File: config.mk
export PLATFORM = sky130hd
export DESIGN_NAME = axis_framer
export DESIGN_NICKNAME = d
export VERILOG_FILES = /design/src/rtl/axis_framer.sv
export SDC_FILE = /design/constraint.sdc
export NUM_CORES = 1
export LEC_CHECK = 0
export CORE_MARGIN = 2
export CORE_UTILIZATION = 40
export CTS_CLUSTER_DIAMETER = 100
export DETAILED_ROUTE_END_ITERATION = 10
export PLACE_DENSITY = 0.81
export SLEW_MARGIN = 20
export SYNTH_ARGS = -nofsm -noshare
export SYNTH_HDL_FRONTEND = slang
export SYNTH_SLANG_ARGS = --single-unit
File: constraint.sdc
create_clock -name clk -period 2.2 [get_ports clk]
set_input_delay 0.22 -clock clk [delete_from_list [all_inputs] [get_ports clk]]
set_output_delay 0.22 -clock clk [all_outputs]
set_load 0.01 [all_outputs]
File: src/rtl/axis_framer.sv
// AXI4-Stream framer: prefixes every PKT_LEN payload beats with a header word
// carrying a marker byte, the packet length and a wrapping sequence number.
module axis_framer #(
    parameter int WIRE_WIDTH = 32,
    parameter int PKT_LEN    = 16,
    parameter int SEQ_WIDTH  = 16
) (
    input  logic                  clk,
    input  logic                  resetn,

    input  logic                  in_valid_i,
    output logic                  in_ready_o,
    input  logic [WIRE_WIDTH-1:0] in_data_i,

    output logic                  out_valid_o,
    input  logic                  out_ready_i,
    output logic [WIRE_WIDTH-1:0] out_data_o,

    input  logic                  enable_i,
    output logic [SEQ_WIDTH-1:0]  seq_o,
    output logic                  busy_o
);

    localparam logic [7:0] PKT_LEN8  = 8'(PKT_LEN);
    localparam logic [7:0] LAST_BEAT = 8'(PKT_LEN - 1);

    typedef enum logic {
        IDLE    = 1'b0,
        PAYLOAD = 1'b1
    } state_e;

    state_e                  state_q, state_d;
    logic                    outValid_q, outValid_d;
    logic [WIRE_WIDTH-1:0]   outData_q, outData_d;
    logic [7:0]              beatCnt_q, beatCnt_d;
    logic [SEQ_WIDTH-1:0]    seq_q, seq_d;
    logic                    started_q;

    logic                    slotFree;
    logic                    payloadXfer;
    logic [WIRE_WIDTH-1:0]   headerWord;

    assign slotFree    = !outValid_q || out_ready_i;
    assign in_ready_o  = (state_q == PAYLOAD) && slotFree;
    assign payloadXfer = in_valid_i && in_ready_o;

    assign out_valid_o = outValid_q;
    assign out_data_o  = outData_q;
    assign seq_o       = seq_q;
    assign busy_o      = (state_q == PAYLOAD);

    always_comb begin
        headerWord        = '0;
        headerWord[31:24] = 8'hA5;
        headerWord[23:16] = PKT_LEN8;
        headerWord[15:0]  = 16'(seq_q);
    end

    always_comb begin
        state_d    = state_q;
        outValid_d = outValid_q;
        outData_d  = outData_q;
        beatCnt_d  = beatCnt_q;
        seq_d      = seq_q;

        // A beat leaving the slot with nothing new behind it empties the slot.
        if (slotFree) begin
            outValid_d = 1'b0;
        end

        case (state_q)
            IDLE: begin
                if (started_q && enable_i && in_valid_i && slotFree) begin
                    outData_d  = headerWord;
                    outValid_d = 1'b1;
                    beatCnt_d  = 8'd0;
                    state_d    = PAYLOAD;
                end
            end
            PAYLOAD: begin
                if (payloadXfer) begin
                    outData_d  = in_data_i;
                    outValid_d = 1'b1;
                    beatCnt_d  = beatCnt_q + 8'd1;
                    if (beatCnt_q == LAST_BEAT) begin
                        state_d = IDLE;
                        seq_d   = seq_q + SEQ_WIDTH'(1);
                    end
                end
            end
            default: begin
                state_d = IDLE;
            end
        endcase
    end

    // Holds off the first header for one full cycle after reset release.
    always_ff @(posedge clk or negedge resetn) begin
        if (!resetn) begin
            started_q <= 1'b0;
        end else begin
            started_q <= 1'b1;
        end
    end

    always_ff @(posedge clk or negedge resetn) begin
        if (!resetn) begin
            state_q    <= IDLE;
            outValid_q <= 1'b0;
            outData_q  <= '0;
            beatCnt_q  <= 8'd0;
            seq_q      <= '0;
        end else begin
            state_q    <= state_d;
            outValid_q <= outValid_d;
            outData_q  <= outData_d;
            beatCnt_q  <= beatCnt_d;
            seq_q      <= seq_d;
        end
    end

endmodule

**Word level (Yosys, flattened, before mapping)**

Cells that the tools add are included.

- Bits in registers: 59
- Bits in latches: 0
- Bits in writable memories: 0
- Bits in read-only memories: 0
- Input port bits: 37
- Output and inout bits: 51
- Logic and storage cells: 35
- Memories: 0

- Add/sub/neg operators: 2
- $mul: 0
- Div/mod/pow operators: 0
- $lt $le $gt $ge: 0
- Equal/unequal tests: 3
- Shifts and indexed selects: 0
- Mux-type cells: 14
- Bitwise gates (word level): 1
- Reductions and logical operators: 9

Operators by type and width:

| kind | number |
|---|---|
| 32-bit 2-to-1 mux | 2 |
| 32-bit one-hot mux with 2 select lines | 1 |
| 16-bit by 1-bit adder with 16-bit output (second input constant) | 1 |
| 8-bit 2-to-1 mux | 2 |
| 8-bit one-hot mux with 2 select lines | 1 |
| 8-bit by 1-bit adder with 8-bit output (second input constant) | 1 |
| 8-bit by 4-bit equality test with 1-bit output (second input constant) | 1 |
| 1-bit 2-to-1 mux | 6 |
| 1-bit logical AND | 5 |
| 1-bit one-hot mux with 2 select lines | 2 |
| 3-bit AND reduction | 1 |
| 2-bit by 1-bit != test with 1-bit output (second input constant) | 1 |
| 2-bit != test (second input constant) | 1 |
| 2-bit AND reduction | 1 |
| 1-bit logical NOT | 1 |
| 1-bit logical OR | 1 |
| 1-bit NOT | 1 |

**Depth between registers and ports, before layout**

Gate-level depths: netlist of the first run.

- Depth in word-level cells: 6
- Gate-level depth with buffers: 7
- Gate-level depth less buffers: 5

**Worst setup path after synthesis of the first run**

Ideal clock, no wire load.

- Path kind: flip-flop to flip-flop
- From: reg outValid_q, in the netlist out_valid_o
- To: reg outData_q[19], in the netlist out_data_o[19]
- Library setup time: 0.117 ns
- Arrival time: 1.549 ns
- Data required time: 2.083 ns
- Slack: 0.534 ns
- Cell stages (with the launch flop): 8
- Buffers on the path: 3
- Clock period less this slack: 1.666 ns
- Cell sequence: dfrtp_1 > nor2b_4 > buf_6 > or4b_4 > buf_6 > buf_12 > nand3_2 > nand2_1

- Word-level cells in the longest chain between the ends: 6
- Elaborated cells between the ends (all ways): 8
- Those cells by class: eq/ne (2); reduce/logical (6)

Ends and longest elaborated chain:

| element | line | source |
|---|---|---|
| start: declaration | 33 | `logic outValid_q, outValid_d;` |
| start signal: assignment | 115 | `outValid_q <= outValid_d;` |
| 1-bit logical NOT (*) | 43 | `assign slotFree = !outValid_q \|\| out_ready_i;` |
| 1-bit logical OR (*) | 43 |  |
| 1-bit logical AND | 44 | `assign in_ready_o = (state_q == PAYLOAD) && slotFree;` |
| 1-bit logical AND | 45 | `assign payloadXfer = in_valid_i && in_ready_o;` |
| 2-bit by 1-bit != test with 1-bit output (no source line) | - |  |
| 2-bit AND reduction (no source line) (*) | - |  |
| end signal: assignment | 116 | `outData_q <= outData_d;` |
| end: declaration | 34 | `logic [WIRE_WIDTH-1:0] outData_q, outData_d;` |

Mark *: on every way between the ends. The rest lies on a longest branch, timed or not.
A chain may end at the register's enable or synchronous reset.

**Final worst setup path of the first run**

- From: reg state_q, in the netlist busy_o
- To: out in_ready_o

- Word-level cells in the longest chain between the ends: 1

Ends and longest elaborated chain:

| element | line | source |
|---|---|---|
| start: declaration | 32 | `state_e state_q, state_d;` |
| start signal: assignment | 114 | `state_q <= state_d;` |
| 1-bit logical AND | 44 |  |
| end: declaration | 12 | `output logic in_ready_o,` |

Every way passes these cells.

==> results of run 1 <==
-- routing by layer --
metal	routed length, µm	track usage (%)
met1	2827	24.41
met2	3159	30.23
met3	448	6.930
met4	44	5.339
met5	0	0
-- layout by cell type, fill, tap and decap left out, types with 2 or more instances in the layout --
master	netlist	layout
and2_1	2	2
clkinv_2	0	2
a222oi_1	10	10
mux2i_1	2	2
clkdlybuf4s50_1	0	86
a21o_1	2	2
nand3_1	15	15
clkbuf_8	0	12
ha_1	2	2
o22ai_1	6	6
o21ai_0	7	7
nand2_1	47	47
buf_4	1	9
nand4_1	9	9
nor4_1	2	2
and3_1	6	6
nor3_1	3	3
nand3_2	10	10
inv_1	11	11
nor2_1	15	15
dfrtp_1	59	59
xnor2_1	17	17
-- power by group through the flow --
stage,clock network (mW),registers [mW],logic (mW)
4_1_cts,1.06,1.72,1.65
2_1_floorplan,0,1.82,0.640
6_report,1.04,1.72,1.63
3_5_place_dp,0,1.73,1.63
5_1_grt,1.11,1.77,1.79
3_3_place_gp,0,1.72,1.58
-- per-stage QoR --
| step | setup WS (ns) | cells | utilization (%) |
|---|---|---|---|
| final | 0.3076 | 430 | 60.14 |
| after floorplan | 0.5339 | 253 | - |
| after global routing | 0.2155 | 430 | 60.14 |
| after detailed placement | 0.2602 | 413 | 56.67 |
| after global placement | 0.3595 | 413 | 56.67 |
| after CTS | 0.2914 | 430 | 60.14 |
-- final timing paths --
path / to / slack (ns)
max: in_ready_o / 0.31
min: out_data_o[1] / 0.29
max reg2reg: beatCnt_q[5] / 0.35
min reg2reg: out_data_o[5] / 0.49
max in group asynchronous: out_data_o[19] / 1.28
min in group clk: out_data_o[31] / 0.41
-- worst max-delay path, cell delays in order (launching register included) --
cell and delay, ns:
dfrtp_1 0.58, and2_1 0.20, clkdlybuf4s50_1 0.55
-- cell families (layout without fill, tap and decap cells) --
group	after synthesis	after routing	synth area share (%)
other	1	1	0.1393
multiplexers	3	3	1.162
buffers and inverters	25	125	5.300
XOR/XNOR	17	17	5.532
AND/OR/NAND/NOR	118	118	24.31
AO/OA/AOI/OAI	28	28	7.764
flip-flops	59	59	54.86
adder cells (fa/ha/maj)	2	2	0.9297
-- final cells by class --
cell class	instances	area [µm²]
multi-input cells	169	1072
inverters	11	41.29
flip-flops and latches	59	1476
clock buffers	12	165.2
repair buffers	98	963.4
clock inverters	4	47.55
well taps	77	96.34
fillers	554	2560
-- flip-flops by register name, indices dropped and copies added, names as in the netlist --
register	flops
beatCnt_q	8
out_valid_o	1
out_data_o	32
busy_o	1
seq_o	16
started_q	1
==> results_dict.tcl, run 1 <==
set metrics [dict create \
    outcome "completed" \
    worst_pin_slew_ns 0.6040 \
    syn2layout_area_growth_pct 43.51 \
    yosys-top-cells-count "59 x dfrtp_1, 47 x nand2_1, 17 x xnor2_1, 15 x nand3_1, 15 x nor2_1" \
    min_period_ns 1.892 \
    cts.htree.levels 3 \
    drc_errors 0 \
    pin_count 88 \
    holdBufCountCts 1 \
    post_cts.repair.setup_buffers 0 \
    synth.largest_area_cell "dfrtp_1" \
    overflow 0 \
    power_density_mw_per_mm2 1136 \
    endpoint_kind "output pin" \
    grt_pass1_vias 2310 \
    die_w_um 86.03 \
    netlist_area_mm2 0.002691 \
    cts_tree "done" \
    hpwl_mm 4.635 \
    numCtsBuffers 9 \
    rsz0062_at_grt "no" \
    syn_inst 253 \
    drive_gt1_share_pct 12.46 \
    drt-total-wl_mm 6.479 \
    die_area_mm2 0.007400 \
    swShare_pct 32.45 \
    synth.top_cells.by_area "dfrtp_1 55%, nand2_1 6.6%, xnor2_1 5.5%, a222oi_1 3.7%, nand3_2 3.7%" \
    r2r_cells 5 \
    fmax_mhz 528.4 \
    clkLatencyLatePin_ns 0.34 \
    p_clk_share_pct 23.7 \
    track_usage_pct 18.98 \
    post-route-period-util_pct 86.02 \
    dr.pass1.iters 4 \
    viasPerCell 5.221 \
    wire_per_inst_um 15.07 \
    drv_cap 0 \
    vias 2245 \
    ctsLongestPathBuffers 2 \
    p_leak_nw 1.734 \
    clk_pin_slew_ns 0.07 \
    critical_path.startpoint "busy_o" \
    switchingPower_mw 1.423 \
    cp_max_fo 11 \
    drt-initial-drc-count 100 \
    ys_ff_latch 59 \
    cp.required_ns 1.98 \
    initial_core_util_pct 41.91 \
    power_mw 4.386 \
    io_buffers 87 \
    synth_most_common_cell "dfrtp_1" \
    async_reset_ff_share_pct 100.0 \
    cts_sinks 59 \
    design_area_mm2 0.003862 \
    antenna_found_initial 0 \
    synth_area_per_cell_um2 10.64 \
    r2r-start "busy_o" \
    dpl-instance-area_mm2 0.003640 \
    setup_viol 0 \
    skew_ns 0.009423 \
    tns_ns 0 \
    synth_cell_type_count 37 \
    cts_root_buffer "clkbuf_8" \
    crit_type "reg2out" \
    fp.dieH_um 86.03 \
    maxSlewViolCount 0 \
    grt_max_degree 28 \
    gp_congestion 0.7652 \
    ys_warn_count 0 \
    fin_nets 387 \
    coreArea_mm2 0.006422 \
    rows 29 \
    yosysTopAreaCellShare_pct 54.86 \
    antennaDiodeCount 0 \
    ant_nets 0 \
    syn_nets 292 \
    power.share.sequential_pct 39.2 \
    grt_pass1_wl_mm 10.93 \
    synth_seq_area_share_pct 54.86 \
    synth_edf_count 0 \
    p_int_mw 2.963 \
    cp.arrival_ns 1.67 \
    finalHoldViolCount 0 \
    hp-class "in2async" \
    combPwrFrac_pct 37.1 \
    startpoint_type "flop" \
    synth_flop_cell "dfrtp_1" \
    holdWs_ns 0.2851 \
    max_slew_margin_pct 59.69 \
    ir_drop_uv 651.4 \
    post_cts_resize_count 0 \
]
(Power assumes the default switching activity.)
==> run 2: changes to the inputs <==
--- a/config.mk
+++ b/config.mk
@@ -6,10 +6,10 @@
 export NUM_CORES = 1
 export LEC_CHECK = 0
 export CORE_MARGIN = 2
-export CORE_UTILIZATION = 40
+export CORE_UTILIZATION = 46
 export CTS_CLUSTER_DIAMETER = 100
 export DETAILED_ROUTE_END_ITERATION = 10
-export PLACE_DENSITY = 0.81
+export PLACE_DENSITY = 0.9
 export SLEW_MARGIN = 20
 export SYNTH_ARGS = -nofsm -noshare
 export SYNTH_HDL_FRONTEND = slang
==> run 2 against run 1 <==
Effect of this change: worst hold slack better by 0.12 ns; sequential power about the same; critical path depth unchanged; clock power down 21%; via count up 0.67%; sequential cell count unchanged; largest cell class unchanged.
==> results_dict.tcl, run 2 (synthesis results as in run 1) <==
set metrics [dict create \
    drv_cap 0 \
    cts.htree.levels 3 \
    grt_max_degree 32 \
    overflow 0 \
    cts_sinks 59 \
    cp_top_family "flip-flops" \
    r2r-start "busy_o" \
    r2r_cells 5 \
    p_int_mw 2.778 \
    ant_nets 0 \
    post_cts.repair.setup_buffers 0 \
    viasPerCell 5.343 \
    critical_path_buf_inv_count 1 \
    antennaDiodeCount 0 \
    largest_reg_flops 32 \
    die_w_um 80.49 \
    hpwl_mm 4.707 \
    max_slew_margin_pct 53.39 \
    fp.dieH_um 80.49 \
    fmax_mhz 533.6 \
    min_period_ns 1.874 \
    tns_ns 0 \
    cpPeakStageDelay_ns 0.59 \
    vias 2260 \
    wire_per_inst_um 15.57 \
    ir_drop_uv 622.5 \
    combPwrFrac_pct 39.0 \
    final_core_util_pct 68.10 \
    clkLatencyLatePin_ns 0.34 \
    grt_pass1_vias 2173 \
    layout_common_cells "86 x clkdlybuf4s50_1, 59 x dfrtp_1, 47 x nand2_1" \
    die_area_mm2 0.006479 \
    setup_viol 0 \
    swShare_pct 33.36 \
    numCtsBuffers 9 \
    dr.pass1.iters 6 \
    cts_tree "done" \
    instances_no_fill 423 \
    pre_cts_ws_ns 0.2661 \
    r2r_slack_ns 0.43 \
    finalHoldViolCount 0 \
    initial_core_util_pct 48.28 \
    endpoint_kind "output pin" \
    fin_nets 386 \
    grt_pass1_wl_mm 10.26 \
    switchingPower_mw 1.391 \
    post-route-period-util_pct 85.19 \
    whs_endpoint "out_data_o[25]" \
    slowest_stage "dfrtp_1" \
    track_usage_pct 21.37 \
    coreArea_mm2 0.005574 \
    cp.arrival_ns 1.65 \
    outcome "completed" \
    hp-start "in_data_i[25]" \
    gp_congestion 0.7628 \
    antenna_found_initial 0 \
    power_mw 4.169 \
    cp_max_fo 11 \
    cp.required_ns 1.98 \
    drt-initial-drc-count 84 \
    startpoint_type "flop" \
    power_density_mw_per_mm2 1098 \
    fin_ws_ns 0.3259 \
    drt-total-wl_mm 6.588 \
    power.share.sequential_pct 41.3 \
    hp-class "in2reg" \
    layout_commonest_cell "clkdlybuf4s50_1" \
    syn2layout_area_growth_pct 41.05 \
    r2r_end "out_data_o[26]" \
    rows 27 \
    crit_chain "and2_1 -> clkdlybuf4s50_1" \
    maxSlewViolCount 0 \
    drive_gt1_share_pct 11.40 \
    rsz0062_at_grt "no" \
    worst_pin_slew_ns 0.6991 \
    dp.cells 407 \
    skew_ns 0.006149 \
    pin_count 88 \
    drc_errors 0 \
    clk_pin_slew_ns 0.06 \
    crit_type "reg2out" \
    whs_path_depth 3 \
    p_clk_share_pct 19.7 \
    io_buffers 87 \
    p_leak_nw 1.707 \
    cts_root_buffer "clkbuf_8" \
    ctsLongestPathBuffers 2 \
]
[run 2: cell types whose count changed in the layout (fill, tap and decap cells not counted)]
cell / change
clkbuf_1: +2
clkinv_2: +1
bufinv_16: -1
clkbuf_8: -2
clkinvlp_4: -1
buf_4: -1
[run 2: power groups by stage]
stage	combinational (mW)	clock, mW	sequential (mW)
CTS	1.64	0.841	1.72
global placement	1.58	0	1.71
finish	1.63	0.822	1.72
floorplan	0.640	0	1.82
global route	1.78	0.893	1.76
detailed placement	1.64	0	1.72
[run 2: timing repair]
action / CTS / global route
hold endpoints to repair: 28 / 0
gates resized for setup: 0 / 0
endpoints found under the setup margin: 0 / 0
hold buffers: 1 / 0
[run 2: worst max-delay path by stage]
stage	start	depth (start not counted)	slack [ns]	end
floorplan	out_valid_o	7	0.53	out_data_o[19]
global placement	out_ready_i	6	0.32	out_data_o[4]
detailed placement	in_valid_i	6	0.27	out_data_o[23]
CTS	busy_o	2	0.32	in_ready_o
global route	busy_o	2	0.22	in_ready_o
finish	busy_o	2	0.33	in_ready_o
[run 2: metal layers]
| layer | vias to the layer above | GRT usage, % | wire (µm) |
|---|---|---|---|
| met3 | 8 | 5.169 | 420 |
| met5 | - | 0 | 0 |
| met2 | 82 | 35.50 | 3345 |
| met1 | 1100 | 26.01 | 2750 |
| li1 | 1070 | - | - |
| met4 | 0 | 10.34 | 72 |
[run 2: worst reg2reg max path: stages (launching register included)]
cell and delay [ns]:
dfrtp_1 0.59, nand2_1 0.20, nor2_2 0.46, buf_4 0.32
nand2_1 0.09, nand2_1 0.06
[run 2: through the flow]
step | area (µm²) | hold WS (ns)
global route | 3796 | 0.3990
floorplan | 2691 | -0.07559
detailed placement | 3626 | 0.2973
finish | 3796 | 0.4058
global placement | 3626 | 0.2853
CTS | 3796 | 0.3984
[run 2: final cells by class]
class,instances,area [µm²]
Tap cell,72,90.09
Inverter,11,41.29
Clock buffer,12,145.1
Sequential cell,59,1476
Timing Repair Buffer,97,955.9
Clock inverter,3,15.01
Multi-Input combinational cell,169,1072
Fill cell,414,1778
==> run 3: changes to the inputs <==
--- a/config.mk
+++ b/config.mk
@@ -9,6 +9,7 @@
 export CORE_UTILIZATION = 46
 export CTS_CLUSTER_DIAMETER = 100
 export DETAILED_ROUTE_END_ITERATION = 10
+export GPL_ROUTABILITY_DRIVEN = 0
 export PLACE_DENSITY = 0.9
 export SLEW_MARGIN = 20
 export SYNTH_ARGS = -nofsm -noshare
==> results of run 3 <==
Final layout, timing and power as in run 2 (identical DEF).
